--- src/rtl/awg_pkg.sv ---
// Shared AWG definitions: status packet layout and waveform encoding.
package awg_pkg;

  localparam logic [7:0] STATUS_HEADER = 8'hA5;
  localparam int unsigned PKT_LEN = 9;

  // Byte positions within the status packet
  localparam logic [3:0] IDX_HEADER   = 4'd0;
  localparam logic [3:0] IDX_WAVE     = 4'd1;
  localparam logic [3:0] IDX_FREQ_HI  = 4'd2;
  localparam logic [3:0] IDX_FREQ_LO  = 4'd3;
  localparam logic [3:0] IDX_AMP_HI   = 4'd4;
  localparam logic [3:0] IDX_AMP_LO   = 4'd5;
  localparam logic [3:0] IDX_OFF_HI   = 4'd6;
  localparam logic [3:0] IDX_OFF_LO   = 4'd7;
  localparam logic [3:0] IDX_CHECKSUM = 4'd8;

  // Same encoding the command decoder uses
  typedef enum logic [1:0] {
    WaveSine     = 2'd0,
    WaveSquare   = 2'd1,
    WaveTriangle = 2'd2,
    WaveSawtooth = 2'd3
  } waveform_e;

  typedef enum logic [0:0] {
    StIdle = 1'b0,
    StSend = 1'b1
  } report_state_e;

  typedef struct packed {
    waveform_e   wave;
    logic [15:0] freq;
    logic [9:0]  amp;
    logic [9:0]  off;
  } status_snap_t;

  // XOR of payload bytes 1..7; the header is deliberately excluded
  function automatic logic [7:0] status_checksum(input status_snap_t s);
    return {6'b0, s.wave} ^ s.freq[15:8] ^ s.freq[7:0] ^ {6'b0, s.amp[9:8]} ^ s.amp[7:0] ^
           {6'b0, s.off[9:8]} ^ s.off[7:0];
  endfunction

  function automatic logic [7:0] status_byte(input logic [3:0] idx, input logic [7:0] header,
                                             input status_snap_t s);
    logic [7:0] b;
    b = 8'h00;
    case (idx)
      IDX_HEADER:   b = header;
      IDX_WAVE:     b = {6'b0, s.wave};
      IDX_FREQ_HI:  b = s.freq[15:8];
      IDX_FREQ_LO:  b = s.freq[7:0];
      IDX_AMP_HI:   b = {6'b0, s.amp[9:8]};
      IDX_AMP_LO:   b = s.amp[7:0];
      IDX_OFF_HI:   b = {6'b0, s.off[9:8]};
      IDX_OFF_LO:   b = s.off[7:0];
      IDX_CHECKSUM: b = status_checksum(s);
      default:      b = 8'h00;
    endcase
    return b;
  endfunction

endpackage

--- src/rtl/status_period_timer.sv ---
// Free-running period counter; pulses period_tick on the wrap cycle.
module status_period_timer #(
  parameter int unsigned REPORT_PERIOD = 0,
  parameter int unsigned PERIOD_W      = 32
) (
  input  logic clk,
  input  logic rst,
  output logic period_tick
);

  localparam logic [PERIOD_W-1:0] LastCnt =
      (REPORT_PERIOD == 0) ? '0 : PERIOD_W'(REPORT_PERIOD - 1);

  logic [PERIOD_W-1:0] cnt_q, cnt_d;

  // Next count and tick; a zero period parks the counter at 0 with no ticks
  always_comb begin
    cnt_d       = cnt_q;
    period_tick = 1'b0;
    if (REPORT_PERIOD != 0) begin
      if (cnt_q == LastCnt) begin
        period_tick = 1'b1;
        cnt_d       = '0;
      end else begin
        cnt_d = cnt_q + PERIOD_W'(1);
      end
    end
  end

  // Counter register
  always_ff @(posedge clk) begin
    if (rst) cnt_q <= '0;
    else     cnt_q <= cnt_d;
  end

endmodule

--- src/rtl/status_reporter.sv ---
// Snapshots generator settings and streams them as a 9-byte status packet to UART TX.
module status_reporter
  import awg_pkg::*;
#(
  parameter logic [7:0]  HEADER        = STATUS_HEADER,
  parameter int unsigned REPORT_PERIOD = 0,
  parameter int unsigned PERIOD_W      = 32
) (
  input  logic        clk,
  input  logic        rst,
  input  logic        req,
  input  logic [1:0]  waveform_type,
  input  logic [15:0] frequency,
  input  logic [9:0]  amplitude,
  input  logic [9:0]  dc_offset,
  output logic [7:0]  tx_data,
  output logic        tx_valid,
  input  logic        tx_ready,
  output logic        busy,
  output logic        packet_done
);

  logic          period_tick;
  report_state_e state_q, state_d;
  logic [3:0]    idx_q, idx_d;
  status_snap_t  snap_q, snap_d;
  logic          pending_q, pending_d;
  logic [7:0]    data_q, data_d;
  logic          valid_q, valid_d;
  logic          busy_q, busy_d;
  logic          done_q, done_d;
  logic          new_req;

  status_period_timer #(
    .REPORT_PERIOD (REPORT_PERIOD),
    .PERIOD_W      (PERIOD_W)
  ) u_timer (
    .clk         (clk),
    .rst         (rst),
    .period_tick (period_tick)
  );

  assign new_req = req | period_tick;

  // Packet sequencing: snapshot on start, advance one byte per accepted transfer
  always_comb begin
    state_d   = state_q;
    idx_d     = idx_q;
    snap_d    = snap_q;
    pending_d = pending_q;
    data_d    = data_q;
    valid_d   = valid_q;
    busy_d    = busy_q;
    done_d    = 1'b0;
    unique case (state_q)
      StIdle: begin
        if (new_req || pending_q) begin
          snap_d.wave = waveform_e'(waveform_type);
          snap_d.freq = frequency;
          snap_d.amp  = amplitude;
          snap_d.off  = dc_offset;
          pending_d   = 1'b0;
          idx_d       = IDX_HEADER;
          data_d      = HEADER;
          valid_d     = 1'b1;
          busy_d      = 1'b1;
          state_d     = StSend;
        end
      end
      StSend: begin
        // Requests while sending coalesce into a single follow-up packet
        if (new_req) pending_d = 1'b1;
        if (valid_q && tx_ready) begin
          if (idx_q == IDX_CHECKSUM) begin
            idx_d   = IDX_HEADER;
            data_d  = 8'h00;
            valid_d = 1'b0;
            busy_d  = 1'b0;
            done_d  = 1'b1;
            state_d = StIdle;
          end else begin
            idx_d  = idx_q + 4'd1;
            data_d = status_byte(idx_q + 4'd1, HEADER, snap_q);
          end
        end
      end
      default: state_d = StIdle;
    endcase
  end

  // State and output registers
  always_ff @(posedge clk) begin
    if (rst) begin
      state_q   <= StIdle;
      idx_q     <= '0;
      snap_q    <= '0;
      pending_q <= 1'b0;
      data_q    <= 8'h00;
      valid_q   <= 1'b0;
      busy_q    <= 1'b0;
      done_q    <= 1'b0;
    end else begin
      state_q   <= state_d;
      idx_q     <= idx_d;
      snap_q    <= snap_d;
      pending_q <= pending_d;
      data_q    <= data_d;
      valid_q   <= valid_d;
      busy_q    <= busy_d;
      done_q    <= done_d;
    end
  end

  assign tx_data     = data_q;
  assign tx_valid    = valid_q;
  assign busy        = busy_q;
  assign packet_done = done_q;

endmodule

--- config.mk ---
export PLATFORM = sky130hd
export DESIGN_NAME = status_reporter
export DESIGN_NICKNAME = d
export VERILOG_FILES = /design/src/rtl/awg_pkg.sv /design/src/rtl/status_period_timer.sv /design/src/rtl/status_reporter.sv
export SDC_FILE = /design/constraint.sdc
export NUM_CORES = 1
export LEC_CHECK = 0
export ABC_AREA = 0
export BUFFER_PORTS_ARGS = -buffer_cell sky130_fd_sc_hd__buf_4
export CORE_MARGIN = 1
export CORE_UTILIZATION = 30
export CTS_CLUSTER_SIZE = 25
export DETAILED_ROUTE_END_ITERATION = 6
export PLACE_DENSITY = 0.46
export RECOVER_POWER = 100
export SLEW_MARGIN = 10
export SYNTH_ARGS = -nofsm -noshare
export SYNTH_HDL_FRONTEND = slang
export SYNTH_HIERARCHICAL = 1
export SYNTH_SLANG_ARGS = --single-unit
--- constraint.sdc ---
create_clock -name clk -period 2.6 [get_ports clk]
set_input_delay 0.65 -clock clk [delete_from_list [all_inputs] [get_ports clk]]
set_output_delay 0.65 -clock clk [all_outputs]
set_load 0.03 [all_outputs]
==> results of run 1 <==
-- cell families after synthesis --
logic type      after synthesis  share of synthesized area [%]
simple gates                149                           22.3
flops                        54                           38.1
other cells                   1                          0.132
fa+ha+maj                     6                           2.65
buf+inv                      31                           4.85
compound gates              103                           22.7
xor+xnor                     30                           9.27
-- state kept, by name (all words and copies together), names as in the netlist --
register / flops
busy: 1
idx_q: 4
packet_done: 1
pending_q: 1
snap_q: 38
state_q: 1
tx_data: 8
-- stage by stage --
| step | utilization (%) | hold slack (ns) | total power, mW | cell area (sq um) |
|---|---|---|---|---|
| global route | 36.7 | 0.478 | 1.84 | 3370 |
| CTS | 37.2 | 0.476 | 1.79 | 3420 |
| detailed placement | 36.1 | 0.465 | 1.26 | 3320 |
| global placement | 36.1 | 0.460 | 1.26 | 3320 |
| floorplan | - | 0.441 | 1.14 | 2840 |
| finish | 36.7 | 0.464 | 1.75 | 3370 |
-- synthesized netlist by cell type (all sizes together) (3+ instances only) --
library cell and count:
nor3 5, nand2 99, ha 6, clkbuf 18, a311oi 3, xnor2 26, a221oi 3, o22ai 9
buf 8, and2b 3, o22a 3, nand3 7, a22oi 9, nand2b 3, and3 4, xor2 4
dfxtp 54, a21oi 52, nor2 20, inv 4, o21ai 13
-- layout make-up --
| class | count | share of cell area, % |
|---|---|---|
| inverters | 5 | 0.556 |
| multi-input cells | 289 | 48.0 |
| clock buffers | 7 | 2.86 |
| repair buffers | 61 | 12.2 |
| well taps | 111 | 4.12 |
| flip-flops and latches | 54 | 32.0 |
| clock inverters | 1 | 0.260 |
-- per-layer routing --
layer	share of wire, %	track usage [%]	vias up
li1	-	-	1363
met1	46	21.1	1264
met2	50	28.4	51
met3	4.2	2.60	2
met4	0.40	3.28	0
met5	0	0	-
-- final timing paths --
| check | from | end | slack (ns) | depth (start not counted) |
|---|---|---|---|---|
| max reg2reg | idx_q[0] | tx_data[3] | 0.34 | 8 |
| min reg2reg | tx_data[3] | tx_data[3] | 0.46 | 2 |
| min | tx_data[3] | tx_data[3] | 0.46 | 2 |
| max | idx_q[0] | tx_data[3] | 0.34 | 8 |
-- power breakdown --
group / switching [mW] / internal [mW] / leakage [nW]
Sequential: 0.0516 / 0.876 / 0.444
Clock: 0.278 / 0.245 / 0.0544
Combinational: 0.158 / 0.138 / 0.755
Total: 0.488 / 1.26 / 1.25
-- worst max-delay path, delay by kind of cell, from the launching register on --
family	cells	cell delay, ns
flops	1	0.52
simple gates	2	0.61
compound gates	4	0.44
buf+inv	1	0.14
fa+ha+maj	1	0.38
-- cell usage in the layout (no fill, tap or decap), types with 9 or more instances in the layout --
| cell type | synthesis | layout |
|---|---|---|
| sky130_fd_sc_hd__o21ai_0 | 13 | 13 |
| sky130_fd_sc_hd__nand2_1 | 98 | 98 |
| sky130_fd_sc_hd__clkbuf_1 | 17 | 11 |
| sky130_fd_sc_hd__xnor2_1 | 26 | 26 |
| sky130_fd_sc_hd__dfxtp_1 | 54 | 54 |
| sky130_fd_sc_hd__a22oi_1 | 9 | 9 |
| sky130_fd_sc_hd__a21oi_1 | 52 | 52 |
| sky130_fd_sc_hd__nor2_1 | 20 | 19 |
| sky130_fd_sc_hd__o22ai_1 | 9 | 9 |
| sky130_fd_sc_hd__buf_4 | 4 | 47 |
==> metrics.md, run 1 <==
| Metric | Value |
|---|---|
| Outcome | completed |
| Post-CTS Setup Inserts | 0 |
| Unrepaired setup endpoints after global routing | no |
| Final Max Slew Viols | 0 |
| GR Overflow Total | 0 |
| Total Neg Setup Slack | 0 ns |
| Sequential cell area | 1080 sq um |
| Kind of critical path | flip-flop to flip-flop |
| Clk_lat worst skew | 0.31 ns |
| Final cycle utilization of the critical path | 86.8% |
| Routability Congestion | 0.887 |
| Synth-to-layout area growth | 19.0% |
| VDD IR max | 0.000215 V |
| Timing-limited maximum frequency | 0.443 GHz |
| I/O pin total | 53 |
| Number of failing hold endpoints at the final stage | 0 |
| Initial antenna violation count | 0 |
| Vias in the first global route | 2519 |
| Number of core rows | 35 |
| Headroom to the max-slew limit | 29.1% |
| Critical Path Source Type | flip-flop |
| Count of buffers inserted at the top-level ports | 52 |
| Total length of routed wires | 7840 um |
| Height of the die | 99.2 um |
| Leading post-synthesis cells by cell area | sky130_fd_sc_hd__dfxtp_1 (38%), sky130_fd_sc_hd__nand2_1 (13%), sky130_fd_sc_hd__a21oi_1 (9.2%), sky130_fd_sc_hd__xnor2_1 (8.0%), sky130_fd_sc_hd__ha_1 (2.6%) |
| Most common cell type on the critical path | sky130_fd_sc_hd__a21oi_1 |
| CTS tree | built |
| Worst-Margin Slew | 1.06 ns |
| Hold-fix buffers, CTS | 0 |
| Most area-hungry cell type in the Yosys netlist | sky130_fd_sc_hd__dfxtp_1 |
| Final worst path period need | 2.26 ns |
| DRC | 0 |
| Antenna cells | 0 |
| DRT Pass-1 Iters | 5 |
| Area of the multi-input gates | 1620 sq um |
| Mean instance size in the synthesized netlist | 7.58 sq um |
| Maximum number of pins on one net before global-route repair | 52 |
| Share of layout cells above drive strength 1 | 16.1% |
| Synth Register Bits | 54 |
| Synth Net Count | 422 |
| # nets final | 464 |
| Slowest cell on the critical path | sky130_fd_sc_hd__dfxtp_1 |
| Gate Count Post-Synth | 374 |
| Fraction of synthesized cell area taken by the top area cell type | 38.1% |
| Number of clock buffers inserted by TritonCTS | 5 |
| Worst path required time | 2.74 ns |
| Non-filler cells, final | 528 |
| Sequence of cells on the critical path | inv_1 > ha_1 > or3_1 > a21oi_1 > a32oi_1 > and3_1 > o21ai_0 > a21oi_1 |
| Effective utilization at floorplan | 30.8% |
| Via/cell ratio | 5.08 |
| Half-perimeter wire length after placement | 5690 um |
| Category of the worst setup path capture point | flip-flop |
| Crit path arrival time | 2.40 ns |
| Quantity of gates resized following cts | 0 |
| Part of the Yosys area used for sequential elements | 38.1% |
| Clk Tree Root Cell | sky130_fd_sc_hd__clkbuf_8 |
| Yosys cell types | 46 |
| Fraction of registers with async set/reset | 0% |
| Antenna viol nets, final | 0 |
| Vias post-DR | 2680 |
| Path type of the worst min-delay path | flip-flop to flip-flop |
| Number of filler instances in the final layout | 1033 |
| First-pass GRT wire length | 12700 um |
| Standard cell core area | 9200 sq um |
| Cell leakage power | 1.25 nW |
| Number of synthesized flops with an enable pin | 0 |
| Total global-route track usage | 16.3% |
| Worst Slack Setup Final | 0.343 ns |
| Number of H-tree levels | 2 |
| Number of instances in the placed design | 520 |
| Delay of the slowest cell on the worst path | 0.52 ns |
| Worst clock skew on the final layout | 0.0109 ns |
| Clock transition at the registers of the reported paths | 0.10 ns |
| Full die area | 9840 sq um |
| Count of synthesis-stage warnings from yosys | 6 |
| Number of clock sinks | 54 |
| Count of max-cap constraint violations | 0 |
| Starting DRT DRC Count | 84 |
| Power per cell area | 518 nW/um^2 |
| Mapped cell area | 2840 sq um |
| Wire length per cell after detailed routing | 14.9 um |
| Peak fanout along the critical path | 10 |
| Maximum count of clock buffers along a single path | 2 |
| Final Setup Violations | 0 |
| Worst setup slack before clock tree synthesis | 0.411 ns |
| Horizontal die dimension | 99.2 um |
| Most used flip-flop cell after synthesis | sky130_fd_sc_hd__dfxtp_1 |
(Power assumes the default switching activity.)
==> run 2, diff against run 1 <==
--- a/config.mk
+++ b/config.mk
@@ -8,10 +8,10 @@
 export ABC_AREA = 0
 export BUFFER_PORTS_ARGS = -buffer_cell sky130_fd_sc_hd__buf_4
 export CORE_MARGIN = 1
-export CORE_UTILIZATION = 30
+export CORE_UTILIZATION = 55
 export CTS_CLUSTER_SIZE = 25
 export DETAILED_ROUTE_END_ITERATION = 6
-export PLACE_DENSITY = 0.46
+export PLACE_DENSITY = 0.77
 export RECOVER_POWER = 100
 export SLEW_MARGIN = 10
 export SYNTH_ARGS = -nofsm -noshare
==> metrics.md, run 2 (same netlist as run 1, synthesis figures left out) <==
| Metric | Value |
|---|---|
| Outcome | completed |
| Maximum number of pins on one net before global-route repair | 52 |
| CTS tree | built |
| GR Overflow Total | 0 |
| Synth-to-layout area growth | 15.2% |
| Unrepaired setup endpoints after global routing | no |
| Final Max Slew Viols | 0 |
| Standard cell core area | 4850 sq um |
| Full die area | 5450 sq um |
| Number of clock sinks | 54 |
| Top library cells by usage in the layout, fill and taps aside | sky130_fd_sc_hd__nand2_1 (98), sky130_fd_sc_hd__dfxtp_1 (54), sky130_fd_sc_hd__a21oi_1 (52) |
| Vias post-DR | 2754 |
| VDD IR max | 0.000333 V |
| Number of instances in the placed design | 472 |
| Area of the multi-input gates | 1620 sq um |
| Number of filler instances in the final layout | 460 |
| Quantity of gates resized following cts | 0 |
| Non-filler cells, final | 479 |
| Initial antenna violation count | 0 |
| First-pass GRT wire length | 11600 um |
| Power per cell area | 518 nW/um^2 |
| Category of the worst setup path capture point | flip-flop |
| DRT Pass-1 Iters | 5 |
| Total global-route track usage | 28.1% |
| Total length of routed wires | 7120 um |
| Horizontal die dimension | 73.8 um |
| Wire length per cell after detailed routing | 14.9 um |
| Number of core rows | 25 |
| Path type of the worst min-delay path | flip-flop to flip-flop |
| Effective utilization at floorplan | 58.5% |
| Number of flip-flops under the largest register name | 38 |
| Headroom to the max-slew limit | 51.4% |
| Worst-Margin Slew | 0.728 ns |
| Antenna cells | 0 |
| Count of buffers inserted at the top-level ports | 52 |
| # nets final | 460 |
| Post-CTS Setup Inserts | 0 |
| Share of layout cells above drive strength 1 | 15.0% |
| Post-layout instance area | 3270 sq um |
| Total Neg Setup Slack | 0 ns |
| Height of the die | 73.8 um |
| Clk_lat worst skew | 0.31 ns |
| Clock transition at the registers of the reported paths | 0.10 ns |
| Most common cell after layout, fill and taps aside | sky130_fd_sc_hd__nand2_1 |
| Hold-fix buffers, CTS | 0 |
| Via/cell ratio | 5.75 |
| Number of failing hold endpoints at the final stage | 0 |
| Crit path arrival time | 2.51 ns |
| DRC | 0 |
| Worst clock skew on the final layout | 0.00956 ns |
| Number of clock buffers inserted by TritonCTS | 5 |
| Number of H-tree levels | 2 |
| Most flops, register | snap_q |
| Antenna viol nets, final | 0 |
| Clk Tree Root Cell | sky130_fd_sc_hd__clkbuf_8 |
| Routability Congestion | 0.952 |
| Count of max-cap constraint violations | 0 |
| Final cycle utilization of the critical path | 88.8% |
| Peak fanout along the critical path | 11 |
| Kind of critical path | flip-flop to flip-flop |
| I/O pin total | 53 |
| Maximum count of clock buffers along a single path | 2 |
| Half-perimeter wire length after placement | 5210 um |
| Critical Path Source Type | flip-flop |
| Cell area after placement | 3230 sq um |
| Timing-limited maximum frequency | 0.433 GHz |
| Final worst path period need | 2.31 ns |
| Sequential cell area | 1080 sq um |
| Starting DRT DRC Count | 337 |
| Final Setup Violations | 0 |
| Cell leakage power | 1.22 nW |
| Worst path required time | 2.80 ns |
| Vias in the first global route | 2330 |
[run 2: metrics by stage]
step | hold slack, ns | setup slack, ns | power, mW | utilization (%)
finish | 0.476 | 0.291 | 1.69 | 67.4
global route | 0.504 | 0.117 | 1.77 | 67.4
CTS | 0.474 | 0.332 | 1.71 | 68.3
detailed placement | 0.461 | 0.359 | 1.25 | 66.6
global placement | 0.460 | 0.424 | 1.25 | 66.6
floorplan | 0.441 | 0.673 | 1.14 | -
[run 2: critical path, stage by stage, from the launching register on]
cell and delay (ns):
sky130_fd_sc_hd__dfxtp_1 0.53, sky130_fd_sc_hd__inv_1 0.14, sky130_fd_sc_hd__ha_1 0.36, sky130_fd_sc_hd__or3_1 0.43, sky130_fd_sc_hd__a21oi_1 0.15, sky130_fd_sc_hd__a32oi_1 0.09
sky130_fd_sc_hd__a21oi_1 0.13, sky130_fd_sc_hd__or2_0 0.26, sky130_fd_sc_hd__nor2_1 0.10
[run 2: power by group]
part | switching (mW) | internal (mW)
logic | 0.161 | 0.135
registers | 0.0516 | 0.876
clock network | 0.282 | 0.187
total | 0.494 | 1.20
[run 2: layout make-up]
| class | count | area share (%) |
|---|---|---|
| multi-input combinational | 289 | 49.6 |
| timing repair buffer | 57 | 11.7 |
| clock buffer | 5 | 2.11 |
| inverter | 5 | 0.574 |
| clock inverter | 2 | 0.421 |
| sequential | 54 | 33.1 |
| tap | 67 | 2.57 |
[run 2: per-layer routing]
layer	vias to the layer above	GRT usage [%]	share of wire, %
met4	0	7.69	1.2
li1	1357	-	-
met1	1286	38.5	47
met5	-	0	0
met2	99	44.6	46
met3	12	5.62	5.7
[run 2: final timing paths]
path,start,endpoint,slack (ns),cells past startpoint
setup reg to reg,idx_q[0],tx_data[7],0.29,8
setup / recovery,idx_q[0],tx_data[7],0.29,8
hold reg to reg,tx_data[4],tx_data[4],0.48,2
hold / removal,tx_data[4],tx_data[4],0.48,2
